$ cat config.mk
export PLATFORM = sky130hd
export DESIGN_NAME = tt_alu_host
export DESIGN_NICKNAME = d
export VERILOG_FILES = /design/src/rtl/tt_alu_pkg.sv /design/src/rtl/tt_alu_core.sv /design/src/rtl/tt_alu_host.sv
export SDC_FILE = /design/constraint.sdc
export NUM_CORES = 1
export LEC_CHECK = 0
export BUFFER_PORTS_ARGS = -buffer_cell sky130_fd_sc_hd__buf_4
export CAP_MARGIN = 20
export CORE_MARGIN = 5
export CORE_UTILIZATION = 50
export DETAILED_ROUTE_END_ITERATION = 7
export PLACE_DENSITY = 0.72
export SYNTH_ARGS = -nofsm -noshare
export SYNTH_HDL_FRONTEND = slang
export SYNTH_SLANG_ARGS = --single-unit
$ cat constraint.sdc
create_clock -name clk -period 4.57 [get_ports clk]
set_clock_uncertainty 0.15 [all_clocks]
set_input_delay 0.457 -clock clk [delete_from_list [all_inputs] [get_ports clk]]
set_output_delay 0.457 -clock clk [all_outputs]
set_load 0.01 [all_outputs]
$ cat src/rtl/tt_alu_pkg.sv
// Shared opcode, FSM state and data-width definitions for the tt_alu_host slice.
// Latency: none (package only).
// Backpressure: none (package only).
package tt_alu_pkg;

    localparam int DATA_W = 8;

    typedef enum logic [2:0] {
        OP_ADD  = 3'b000,
        OP_SUB  = 3'b001,
        OP_RSUB = 3'b010,
        OP_MUL  = 3'b011,
        OP_AND  = 3'b100,
        OP_DIV  = 3'b101,
        OP_RDIV = 3'b110,
        OP_OR   = 3'b111
    } op_t;

    typedef enum logic [1:0] {
        ST_IDLE = 2'd0,
        ST_EXEC = 2'd1,
        ST_DONE = 2'd2
    } state_t;

endpackage

$ cat src/rtl/tt_alu_core.sv
// Combinational 8-bit ALU datapath; the divider exists only with TT_ALU_HOST_DIV_EN.
// Latency: zero cycles (purely combinational).
// Backpressure: none; the result follows the inputs.
module tt_alu_core
    import tt_alu_pkg::*;
(
    input  logic [DATA_W-1:0] a,
    input  logic [DATA_W-1:0] b,
    input  op_t               op,
    output logic [DATA_W-1:0] y,
    output logic              err
);

    always_comb begin
        y   = '0;
        err = 1'b0;
        case (op)
            OP_ADD:  y = a + b;
            OP_SUB:  y = a - b;
            OP_RSUB: y = b - a;
            OP_MUL:  y = a * b;
            OP_AND:  y = a & b;
            OP_OR:   y = a | b;
`ifdef TT_ALU_HOST_DIV_EN
            OP_DIV: begin
                if (b == '0) begin
                    y   = '1;
                    err = 1'b1;
                end else begin
                    y = a / b;
                end
            end
            OP_RDIV: begin
                if (a == '0) begin
                    y   = '1;
                    err = 1'b1;
                end else begin
                    y = b / a;
                end
            end
`else
            // No divider built: division opcodes still complete, flagged as errors.
            OP_DIV, OP_RDIV: begin
                y   = '0;
                err = 1'b1;
            end
`endif
            default: begin
                y   = '0;
                err = 1'b0;
            end
        endcase
    end

endmodule

$ cat src/rtl/tt_alu_host.sv
// Pin-level host for tt_alu_core: accepts one command in IDLE, executes, pulses done (TT_ALU_HOST_DIV_EN enables divide).
// Latency: accept edge k, result/err at edge k+1, done high for cycle k+2, back to IDLE at edge k+2.
// Backpressure: cmd_valid is ignored while busy; a held cmd_valid re-issues every 3 cycles.
module tt_alu_host
    import tt_alu_pkg::*;
(
    input  logic       clk,
    input  logic       rst_n,
    input  logic       ena,
    input  logic [7:0] ui_in,
    input  logic [7:0] uio_in,
    output logic [7:0] uo_out,
    output logic [7:0] uio_out,
    output logic [7:0] uio_oe
);

    state_t              state;
    op_t                 op_q;
    logic [DATA_W-1:0]   a_q;
    logic [DATA_W-1:0]   b_q;
    logic [DATA_W-1:0]   acc;
    logic                busy_q;
    logic                done_q;
    logic                err_q;
    logic [DATA_W-1:0]   core_y;
    logic                core_err;

    logic cmd_vld;
    logic chain;
    assign cmd_vld = uio_in[3];
    assign chain   = uio_in[4];

    wire unused_ok = &{1'b0, ena, uio_in[7:5]};

    tt_alu_core u_core (
        .a   (a_q),
        .b   (b_q),
        .op  (op_q),
        .y   (core_y),
        .err (core_err)
    );

    always_ff @(posedge clk or negedge rst_n) begin
        if (!rst_n) begin
            state  <= ST_IDLE;
            op_q   <= OP_ADD;
            a_q    <= '0;
            b_q    <= '0;
            acc    <= '0;
            busy_q <= 1'b0;
            done_q <= 1'b0;
            err_q  <= 1'b0;
        end else begin
            case (state)
                ST_IDLE: begin
                    done_q <= 1'b0;
                    if (cmd_vld) begin
                        op_q   <= op_t'(uio_in[2:0]);
                        b_q    <= {4'b0, ui_in[7:4]};
                        a_q    <= chain ? acc : {4'b0, ui_in[3:0]};
                        busy_q <= 1'b1;
                        state  <= ST_EXEC;
                    end
                end
                ST_EXEC: begin
                    acc    <= core_y;
                    err_q  <= core_err;
                    done_q <= 1'b1;
                    state  <= ST_DONE;
                end
                ST_DONE: begin
                    done_q <= 1'b0;
                    busy_q <= 1'b0;
                    state  <= ST_IDLE;
                end
                default: begin
                    done_q <= 1'b0;
                    busy_q <= 1'b0;
                    state  <= ST_IDLE;
                end
            endcase
        end
    end

    // The accumulator is the result register, so acc and uo_out can never diverge.
    assign uo_out  = acc;
    assign uio_out = {err_q, done_q, busy_q, 5'b0};
    assign uio_oe  = 8'b1110_0000;

endmodule

[Word-level counts from Yosys, hierarchy flattened]
Cells that the tools add are included.
Cells by class
  add/sub/neg operators: 3
  $mul: 1
  equality and inequality tests: 9
  muxes and demuxes: 8
  bitwise gates (word level): 3
  reduce and logical (&&, ||, !) cells: 5
Operators with widths (number)
  8-bit one-hot mux with 7 select lines: 1
  3-bit equality test, second input constant: 4
  8-bit by 4-bit adder with 8-bit output: 1
  8-bit by 4-bit bitwise AND with 8-bit output: 1
  8-bit by 4-bit multiplier with 8-bit output: 1
  8-bit 2-to-1 mux: 1
  8-bit by 4-bit OR with 8-bit output: 1
  4-bit by 8-bit subtractor with 8-bit output: 1
  8-bit by 4-bit subtractor with 8-bit output: 1
  3-bit by 2-bit equality test with 1-bit output, second input constant: 2
  2-bit one-hot mux with 2 select lines: 1
  2-bit AND reduction: 2
  3-bit by 1-bit equality test with 1-bit output, second input constant: 1
  3-bit logical NOT: 1
  1-bit 2-to-1 mux: 3
  2-bit by 1-bit equality test with 1-bit output, second input constant: 1
  2-bit logical NOT: 1
  2-bit 2-to-1 mux: 1
  2-bit != test, second input constant: 1
  1-bit one-hot mux with 2 select lines: 1
  2-bit OR reduction: 1
  1-bit inverter: 1
Storage, ports and cells
  register bits after elaboration: 28
  input port bits: 19
  output and inout port bits: 24
  logic and storage cells: 37

[Depth between registers and ports, before layout]
Gate-level depths: netlist of run 1.
  depth in word-level cells: 3
  gate-level depth with buffers: 15
  depth with buffers taken out: 14

[Cells and area by module]
A second synthesis of run 1 with hierarchy kept.
Second synthesis, totals
  cell total of the unflattened synthesis: 373
  area total of the unflattened synthesis: 3362.0 µm²
Modules (own cells, without submodules)
  tt_alu_core: times used 1, cells an instance 283, area each 2094.5 µm²
  tt_alu_host: times used 1, cells an instance 90, area each 1267.5 µm²

[Least setup slack after synthesis of run 1]
OpenSTA, ideal clock, no wires.
  path type: reg-to-reg
  start point: register a_q[2]
  end point: register acc[7], in the netlist uo_out[7]
  arrival: 2.906 ns
  required time: 4.294 ns
  path slack: 1.388 ns
  cell stages (with the launch flop): 16
  path through: dfrtp_1 clkbuf_2 inv_1 nor2_1 fa_1 inv_1 fa_1 inv_1 ha_1 o21ai_0 o21bai_1 a21oi_1 xnor2_1 nor3_1 a211oi_1 a21oi_1
Between the ends
  cells in the longest elaborated chain, start to end: 2
  elaborated cells between the ends (all ways): 5
  those cells by class: add/sub (3); mul (1); mux (1)
Ends and longest elaborated chain
  start, declared: line tt_alu_host.sv:19  | logic [DATA_W-1:0] a_q;
  start signal, assigned: line tt_alu_host.sv:60  | a_q <= chain ? acc : {4'b0, ui_in[3:0]};
  8-bit by 4-bit multiplier with 8-bit output (tied with other cells): line tt_alu_core.sv:21  | OP_MUL: y = a * b;
  8-bit one-hot mux with 7 select lines *: line tt_alu_core.sv:17  | case (op)
  end signal, assigned: line tt_alu_host.sv:66  | acc <= core_y;
  end, declared: line tt_alu_host.sv:21  | logic [DATA_W-1:0] acc;
Mark *: on every way between the ends. The rest lies on a longest branch, timed or not.
A chain may end at the register's enable or synchronous reset.

[Final worst setup path of run 1]
Same ends and word-level chain as after synthesis.

==> results of run 1 <==
## worst max-delay path by stage
stage	start	endpoint	slack, ns	depth (start not counted)
final	a_q[2]	uo_out[7]	0.91	13
after global routing	a_q[2]	uo_out[7]	0.64	13
after CTS	a_q[2]	uo_out[7]	0.91	13
after detailed placement	a_q[2]	uo_out[7]	0.92	13
after global placement	a_q[2]	uo_out[7]	0.96	13
after floorplan	a_q[2]	uo_out[7]	1.39	15
## cells in the mapped netlist (all sizes together), types with 2 or more instances
cell / number / area, µm²
a211oi: 4 / 30.0
a21o: 5 / 37.5
a21oi: 23 / 115
a22o: 2 / 17.5
a22oi: 2 / 15.0
a31oi: 2 / 12.5
and2: 4 / 25.0
and3: 2 / 12.5
buf: 20 / 155
clkbuf: 10 / 38.8
clkinv: 2 / 7.51
conb: 2 / 7.51
dfrtp: 28 / 701
fa: 11 / 220
ha: 25 / 313
inv: 31 / 116
mux2i: 4 / 40.0
nand2: 51 / 191
nand2b: 5 / 31.3
nand3: 5 / 25.0
nor2: 25 / 93.8
nor3: 6 / 30.0
nor3b: 3 / 38.8
o211ai: 3 / 27.5
o21ai: 22 / 110
o21bai: 2 / 15.0
o22ai: 3 / 18.8
o311ai: 2 / 25.0
o31ai: 2 / 15.0
or3: 2 / 12.5
xnor2: 19 / 166
xor2: 4 / 35.0
## cell families after synthesis
kind of cell | share of synthesized area [%]
AO/OA/AOI/OAI | 17.5
XOR/XNOR | 8.00
adder cells (fa/ha/maj) | 19.0
buffers and inverters | 11.3
flip-flops | 25.0
multiplexers | 1.43
other | 0.268
AND/OR/NAND/NOR | 17.4
## worst min-delay path, cell delays in order
cell and delay, ns:
buf_4 0.08, nand2_1 0.04, nand2_1 0.05
## cell usage in the layout, fill, tap and decap left out, types with 13 or more instances in the layout
| cell type | instances |
|---|---|
| nand2_1 | 51 |
| inv_1 | 30 |
| dfrtp_1 | 28 |
| buf_4 | 27 |
| nor2_1 | 25 |
| ha_1 | 25 |
| a21oi_1 | 23 |
| o21ai_0 | 22 |
| xnor2_1 | 19 |
| conb_1 | 13 |
## what timing repair did
item,4_1_cts,5_1_grt
endpoints found under the setup margin,0,0
hold buffers,1,0
endpoints found under the hold margin,28,0
## sequential cells by signal, indices dropped and copies added (netlist names)
| signal | count |
|---|---|
| busy_q | 1 |
| b_q | 4 |
| done_q | 1 |
| a_q | 8 |
| err_q | 1 |
| state | 2 |
| uo_out | 8 |
| op_q | 3 |
## stage by stage
step / instance area, µm² / instances / total power [W] / setup slack, ns / utilization [%]
after CTS: 3020 / 426 / 0.00184 / 0.907 / 55.2
after floorplan: 2840 / 352 / 0.00136 / 1.39 / -
after global routing: 3020 / 426 / 0.00203 / 0.638 / 55.2
after detailed placement: 2940 / 421 / 0.00163 / 0.917 / 53.7
final: 3020 / 426 / 0.00183 / 0.914 / 55.2
after global placement: 2940 / 421 / 0.00161 / 0.955 / 53.7
## per-layer routing
layer / global-route usage [%] / up-vias
li1: - / 1128
met1: 25.3 / 1118
met2: 31.5 / 73
met3: 2.14 / 11
met4: 5.90 / 0
met5: 0 / -
## final cells by class
type,count,area (µm²)
Tap cell,72,90.1
Sequential cell,28,701
Clock buffer,3,41.3
Timing Repair Buffer,28,213
Multi-Input combinational cell,261,1820
Inverter,33,124
Fill cell,518,2450
Clock inverter,1,30.0
## power groups by stage
stage                     logic [W]  registers, W  clock network [W]
after floorplan            0.000943      0.000415                  0
after global placement      0.00113      0.000481                  0
after detailed placement    0.00115      0.000481                  0
after CTS                   0.00116      0.000476           0.000205
after global routing        0.00132      0.000495           0.000213
final                       0.00116      0.000479           0.000196
==> flow_summary.yaml, run 1 <==
final_layout:
  drive_above_1_share_pct: 10.5
  area_growth_pct: 7.91
  layout.nets: 410
  n_antenna_cell: 0
setup_path:
  r2r-start: "a_q[2]"
  cp-start-kind: "register"
  cp_data_required_time_ns: 4.58
  cp_top_family: "adder cells"
  cp_slowest_cell: "dfrtp_1"
  path_cells: "ha_1, inv_1, fa_1, fa_1, inv_1, ha_1, o21ai_0, o21bai_1, a21oi_1, xnor2_1, nor3_1, a211oi_1, a21oi_1"
  rr_worst_depth: 13
  r2r-end: "uo_out[7]"
  worst_ep_arrival_time_ns: 3.67
  r2r_slack_ns: 0.91
  critical_path.max_stage_delay_ns: 0.57
  critPathMaxFanout: 9
  end_kind: "register"
  path_buf_inv: 2
  crit_type: "register to register"
sta:
  finalHoldViolCount: 0
  hold_slack_ns: 0.217
  slew_headroom_pct: 51.9
  fmax_mhz: 274
  min_period_ns: 3.66
  tightestPinTransition_ns: 0.722
  setup_violations: 0
  finalMaxSlewViolations: 0
  rsz0062_at_grt: "no"
  post-route-period-util_pct: 80.0
  setup-tns-final_ns: 0
worst_hold_path:
  whs_path_depth: 3
  whs_endpoint: "op_q[1]"
  hold_start: "uio_in[1]"
  min_path_type: "primary input to register"
global_route:
  grt_usage_pct: 18.7
  grt_pass1_vias: 2302
  grt_max_degree: 29
  grt_pass1_wl_um: 11100
  antenna_found_initial: 0
  grt_overflow: 0
logic_synthesis:
  syn_area_um2: 2800
  synth-edff-count: 0
  seq_area_frac_synth_pct: 25.0
  ys_warn_count: 0
  synthCells: 341
  syn_avg_cell_area_um2: 8.21
  yosysUniqueCellTypes: 50
  synth_seq_cells: 28
  synth_ff_type: "dfrtp_1"
  async_flop_share_pct: 100
power_and_ir_drop:
  clkPwrFrac_pct: 10.7
  power.internal_w: 0.000980
  p_seq_share_pct: 26.1
  power.switching_w: 0.000851
  swShare_pct: 46.5
  vdd_drop_max_v: 0.000301
  powerDensity_nw_per_um2: 606
  combinationalPowerShare_pct: 63.1
  p_leak_nw: 1.46
drt:
  dr_wl_met2_um: 3100
  drc: 0
  drtAntennaViolNets: 0
  wl_met1_um: 2960
  route.vias.total: 2330
  drtIter0Drc: 147
  drt_pass1_iterations: 6
  routedWlPerCell_um: 15.1
  vias_per_cell: 5.47
  dr_wl_met3_um: 267
  routed.top_layer: "met4"
  wl_um: 6430
floorplan:
  core-area_um2: 5470
  dieHeight_um: 84.8
  core.rowCount: 27
  die_w_um: 84.8
  start_util_pct: 51.2
  die_area_um2: 7200
  ios: 43
place:
  io_buffers: 25
  dp_hpwl_um: 5000
  place_congestion: 0.903
clock_network:
  clkTransAtPathRegs_ns: 0.10
  cts_max_path_buffers: 2
  ctsResizeCount: 0
  cts_tree: "yes"
  cts_buffers: 3
  clk_latency_ns: 0.28
  cts_sinks: 28
  h-tree-depth: 1
  cts_root_buf: "clkbuf_8"
  postCtsSetupBuffers: 0
status:
  status: "complete, no violations"
job:
  max_cap_viol_count: 0
Note: power is estimated with default switching activity, not from simulation.
==> run 2: changes to the inputs <==
--- a/config.mk
+++ b/config.mk
@@ -5,12 +5,13 @@
 export SDC_FILE = /design/constraint.sdc
 export NUM_CORES = 1
 export LEC_CHECK = 0
+export ABC_AREA = 1
 export BUFFER_PORTS_ARGS = -buffer_cell sky130_fd_sc_hd__buf_4
 export CAP_MARGIN = 20
 export CORE_MARGIN = 5
 export CORE_UTILIZATION = 50
 export DETAILED_ROUTE_END_ITERATION = 7
-export PLACE_DENSITY = 0.72
+export PLACE_DENSITY = 0.74
 export SYNTH_ARGS = -nofsm -noshare
 export SYNTH_HDL_FRONTEND = slang
 export SYNTH_SLANG_ARGS = --single-unit
==> constraint.sdc (replaced) <==
create_clock -name clk -period 3.11 [get_ports clk]
set_clock_uncertainty 0.15 [all_clocks]
set_input_delay 0.311 -clock clk [delete_from_list [all_inputs] [get_ports clk]]
set_output_delay 0.311 -clock clk [all_outputs]
set_load 0.01 [all_outputs]
==> run 2 against run 1 <==
Against the previous run: the run now ends with setup timing left; critical path depth increased by 2; largest cell class unchanged; critical endpoint is now uo_out[6]; core utilization grew 6.5 points; via count increased by 14%; sequential power increased by 24%.
==> flow_summary.yaml, run 2 <==
status:
  status: "complete, but fails checks"
  failed_checks: "setup timing"
logic_synthesis:
  synth-edff-count: 0
  synth_ff_type: "dfrtp_1"
  yosysUniqueCellTypes: 35
  synthCells: 404
  async_flop_share_pct: 100
  synth_seq_cells: 28
  synth_top_cells_by_area: "dfrtp_1, nand2_1, ha_1"
  synth_top_area_cell: "dfrtp_1"
  synth_top_area_share_pct: 24.8
  yosysMostFrequentCell: "nand2_1"
  ys_top_cells_by_count: "nand2_1, inv_1, nand3_1, dfrtp_1"
  syn_area_um2: 2830
  syn_avg_cell_area_um2: 7.00
  ys_warn_count: 0
  seq_area_frac_synth_pct: 24.8
sta:
  min_period_ns: 3.12
  post-route-period-util_pct: 100
  fmax_mhz: 321
  hold_slack_ns: 0.0744
  tightestPinTransition_ns: 0.852
  slew_headroom_pct: 43.1
  finalMaxSlewViolations: 0
  finalHoldViolCount: 0
  fin_ws_ns: -0.00739
  setup_violations: 1
  rsz0062_at_grt: "yes"
final_layout:
  fillers: 506
  drive_above_1_share_pct: 24.8
  design_area_um2: 3400
  area_growth_pct: 20.2
  layout_common_cells: "nand2_1, inv_1, buf_4"
  layout_commonest_cell: "nand2_1"
  layout.nets: 504
  n_antenna_cell: 0
drt:
  drt_pass1_iterations: 5
  drtIter0Drc: 175
  drc: 0
  wl_um: 7290
  routedWlPerCell_um: 14.0
  drtAntennaViolNets: 0
  vias_per_cell: 5.10
  route.vias.total: 2653
setup_path:
  r2r-end: "uo_out[6]"
  r2r_slack_ns: -0.007
  end_kind: "register"
  startpoint: "b_q[3]"
  critPathMaxFanout: 3
  critical_path.max_stage_delay_ns: 0.54
  rr_worst_depth: 15
  r2r-start: "b_q[3]"
  cp_slowest_cell: "fa_1"
  cp_data_required_time_ns: 3.15
  path_cells: "buf_4, nand2_1, fa_1, inv_1, fa_1, inv_1, fa_2, o21bai_4, a21oi_2, nor2_1, nor2_1, a21oi_1, nand2_1, nor2_2, a21oi_2"
  cp-start-kind: "register"
  crit_end: "uo_out[6]"
  worst_ep_arrival_time_ns: 3.16
  crit_type: "register to register"
floorplan:
  core.rowCount: 27
  die_w_um: 85.2
  start_util_pct: 51.3
  core-area_um2: 5510
  ios: 43
  die_area_um2: 7260
  dieHeight_um: 85.2
place:
  placed_area_um2: 3120
  io_buffers: 25
  pre_cts_slack_ns: -0.145
  place_congestion: 0.890
  dp_hpwl_um: 5450
clock_network:
  clkTransAtPathRegs_ns: 0.11
  cts_max_path_buffers: 2
  h-tree-depth: 1
  cts_root_buf: "clkbuf_8"
  clk_latency_ns: 0.29
  cts_buffers: 3
  cts_tree: "yes"
  cts_sinks: 28
global_route:
  grt_overflow: 0
  grt_max_degree: 32
  grt_pass1_wl_um: 11800
  antenna_found_initial: 0
  grt_usage_pct: 20.0
  grt_pass1_vias: 2613
job:
  max_cap_viol_count: 0
power_and_ir_drop:
  powerDensity_nw_per_um2: 864
  vdd_drop_max_v: 0.000415
  p_leak_nw: 1.83
worst_hold_path:
  min_path_type: "primary input to register"
## run 2: cell count changes in the layout (fill, tap and decap cells not counted), moves of 14 or more
cell	before	now
a21oi_1	23	8
nand2_1	51	98
inv_1	30	57
xnor2_1	19	2
nand2_2	0	14
nand3_1	5	33
buf_4	27	49
## run 2: how the worst min path moves through the flow
stage / start / to / slack, ns / depth (start not counted)
after floorplan: rst_n / a_q[0] / -0.13 / 0
after global placement: rst_n / state[0] / 0.1 / 1
after detailed placement: rst_n / busy_q / 0.10 / 1
after CTS: uio_in[2] / op_q[2] / 0.08 / 3
after global routing: ui_in[4] / b_q[0] / 0.09 / 3
final: uio_in[2] / op_q[2] / 0.07 / 3
## run 2: power breakdown
part	total [W]	switching, W	leakage [nW]	internal [W]
registers	0.000593	0.000112	0.347	0.000481
clock network	0.000304	0.000131	0.0357	0.000173
logic	0.00204	0.00116	1.44	0.000880
## run 2: timing repair
| action | in CTS | in global routing |
|---|---|---|
| gates cloned | 0 | 0 |
| pin swaps | 21 | 12 |
| endpoints found under the setup margin | 4 | 3 |
| endpoints found under the hold margin | 28 | 0 |
| resized for setup | 17 | 22 |
| hold buffers | 1 | 0 |
| setup buffers | 5 | 5 |
## run 2: cell families after synthesis
family          synth area share [%]
fa+ha+maj                       18.9
other cells                    0.266
simple gates                    28.0
xor+xnor                        1.55
flops                           24.8
compound gates                  11.0
buf+inv                         15.5
## run 2: layout make-up
type | instances | area [µm²] | area share, %
Clock buffer | 3 | 41.3 | 1.22
Clock inverter | 1 | 30.0 | 0.884
Inverter | 71 | 267 | 7.85
Multi-Input combinational cell | 290 | 1830 | 54.0
Sequential cell | 28 | 702 | 20.7
Tap cell | 72 | 90.1 | 2.65
Timing Repair Buffer | 55 | 434 | 12.8
## run 2: per-layer routing
metal,share of wire [%],global-route usage (%)
met3,4.3,2.72
met4,2.0,5.61
met1,44,26.5
met2,50,33.9
met5,0,0
## run 2: critical path: cells and delay by family, from the launching register on
kind	cells	cell delay, ns
compound gates	4	0.41
fa+ha+maj	3	1.42
buf+inv	3	0.23
flops	1	0.39
simple gates	5	0.43
## run 2: metrics by stage
step,utilization (%),TNS [ns],power [W],instances
3_3_place_gp,56.6,-0.128,0.00228,505
2_1_floorplan,-,0,0.00183,415
5_1_grt,61.7,-0.415,0.00320,520
6_report,61.7,-0.00739,0.00293,520
4_1_cts,60.0,-0.0323,0.00279,515
3_5_place_dp,56.6,-0.353,0.00234,505
==> run 3: changes to the inputs <==
--- a/config.mk
+++ b/config.mk
@@ -9,9 +9,10 @@
 export BUFFER_PORTS_ARGS = -buffer_cell sky130_fd_sc_hd__buf_4
 export CAP_MARGIN = 20
 export CORE_MARGIN = 5
-export CORE_UTILIZATION = 50
+export CORE_UTILIZATION = 35
+export CTS_BUF_LIST = sky130_fd_sc_hd__clkbuf_4 sky130_fd_sc_hd__clkbuf_8 sky130_fd_sc_hd__clkbuf_16
 export DETAILED_ROUTE_END_ITERATION = 7
-export PLACE_DENSITY = 0.74
+export PLACE_DENSITY = 0.55
 export SYNTH_ARGS = -nofsm -noshare
 export SYNTH_HDL_FRONTEND = slang
 export SYNTH_SLANG_ARGS = --single-unit
==> run 3 against run 2 <==
Against the previous run: the run still ends with setup timing left; power shrank 3.4%; critical path depth rose by 4; sequential share of layout area up 0.090 points; critical endpoint is now uo_out[7]; highest routed layer unchanged.
==> flow_summary.yaml, run 3 (synthesis gave the netlist of run 2 again) <==
status:
  status: "complete, but fails checks"
  failed_checks: "setup timing"
sta:
  finalMaxSlewViolations: 0
  finalHoldViolCount: 0
  setup-tns-final_ns: -0.0239
  setup_violations: 1
  tightestPinTransition_ns: 0.877
  fmax_mhz: 319
  rsz0062_at_grt: "yes"
  min_period_ns: 3.13
  hold_slack_ns: 0.0766
  fin_ws_ns: -0.0239
  slew_headroom_pct: 41.5
  post-route-period-util_pct: 101
global_route:
  grt_max_degree: 32
  antenna_found_initial: 0
  grt_pass1_vias: 2509
  grt_usage_pct: 15.2
  grt_overflow: 0
  grt_pass1_wl_um: 12100
floorplan:
  core-area_um2: 7810
  die_area_um2: 9970
  die_w_um: 99.9
  ios: 43
  core.rowCount: 32
  dieHeight_um: 99.9
  start_util_pct: 36.2
final_layout:
  fillers: 838
  final_cells: 549
  layout_commonest_cell: "nand2_1"
  drive_above_1_share_pct: 23.5
  layout.nets: 503
  utilization_pct: 43.4
  layout_common_cells: "nand2_1, inv_1, buf_4"
  n_antenna_cell: 0
  area_growth_pct: 19.9
power_and_ir_drop:
  vdd_drop_max_v: 0.000292
  p_leak_nw: 1.81
  powerDensity_nw_per_um2: 837
drt:
  vias_per_cell: 4.74
  drtIter0Drc: 139
  drtAntennaViolNets: 0
  routedWlPerCell_um: 13.2
  wl_um: 7270
  route.vias.total: 2603
  drc: 0
  drt_pass1_iterations: 6
place:
  io_buffers: 25
  dp_cells: 536
  dp_hpwl_um: 5720
  place_congestion: 0.870
setup_path:
  worst_ep_arrival_time_ns: 3.17
  end_kind: "register"
  critPathMaxFanout: 7
  crit_type: "register to register"
  r2r_slack_ns: -0.02
  cp_data_required_time_ns: 3.15
  cp-start-kind: "register"
clock_network:
  cts_max_path_buffers: 2
  clkTransAtPathRegs_ns: 0.10
  cts_buffers: 3
  clk_latency_ns: 0.28
  cts_root_buf: "clkbuf_8"
  cts_sinks: 28
  h-tree-depth: 1
  cts_tree: "yes"
job:
  max_cap_viol_count: 0
worst_hold_path:
  min_path_type: "primary input to register"
==> run 3: final timing paths <==
path	endpoint	from	cells after the start
min reg2reg	state[1]	state[1]	1
max	uo_out[7]	b_q[1]	19
min	op_q[1]	uio_in[1]	3
min in group asynchronous	state[0]	rst_n	2
max in group asynchronous	a_q[2]	rst_n	2
max reg2reg	uo_out[7]	b_q[1]	19
==> run 3: per-stage QoR <==
step / worst slack [ns] / cell area [µm²] / power, W
final: -0.0239 / 3390 / 0.00284
after global routing: -0.197 / 3390 / 0.00315
after floorplan: 0.00316 / 2870 / 0.00183
after detailed placement: -0.150 / 3160 / 0.00235
after CTS: -0.00160 / 3350 / 0.00278
after global placement: -0.106 / 3160 / 0.00232
==> run 3: routing by layer <==
| metal | routed length [µm] | global-route usage (%) |
|---|---|---|
| met5 | 0 | 0 |
| met1 | 3450 | 20.7 |
| met4 | 159 | 5.15 |
| met2 | 3330 | 24.6 |
| met3 | 326 | 2.29 |
==> run 3: critical path: stages, from the launching register on <==
cell	delay, ns
dfrtp_1	0.42
buf_6	0.15
nand2_2	0.06
inv_2	0.04
fa_1	0.55
inv_2	0.04
fa_1	0.54
inv_2	0.05
ha_4	0.26
nand2_2	0.05
nor2_2	0.10
nand2_1	0.06
o211ai_1	0.12
nand3_1	0.11
nand3_1	0.10
nand2_1	0.06
inv_1	0.05
nand2_1	0.04
nand2_1	0.05
nand2_1	0.04
==> run 3: layout make-up <==
| cell class | instances | area [µm²] | share of cell area, % |
|---|---|---|---|
| tap | 102 | 128 | 3.77 |
| clock inverter | 1 | 30.0 | 0.886 |
| clock buffer | 3 | 41.3 | 1.22 |
| timing repair buffer | 54 | 423 | 12.5 |
| multi-input combinational | 290 | 1800 | 53.0 |
| sequential | 28 | 703 | 20.8 |
| inverter | 71 | 267 | 7.87 |
==> run 3: repair_timing <==
action	4_1_cts	5_1_grt
pin swaps	21	22
gates cloned	0	0
setup buffers	6	2
hold endpoints to repair	28	0
gates resized for setup	15	17
endpoints found under the setup margin	4	4
hold buffers	1	0
==> run 3: where the power goes <==
| group | internal [W] | switching (W) |
|---|---|---|
| clock network | 0.000173 | 0.000128 |
| logic | 0.000836 | 0.00110 |
| registers | 0.000482 | 0.000114 |
| total | 0.00149 | 0.00134 |
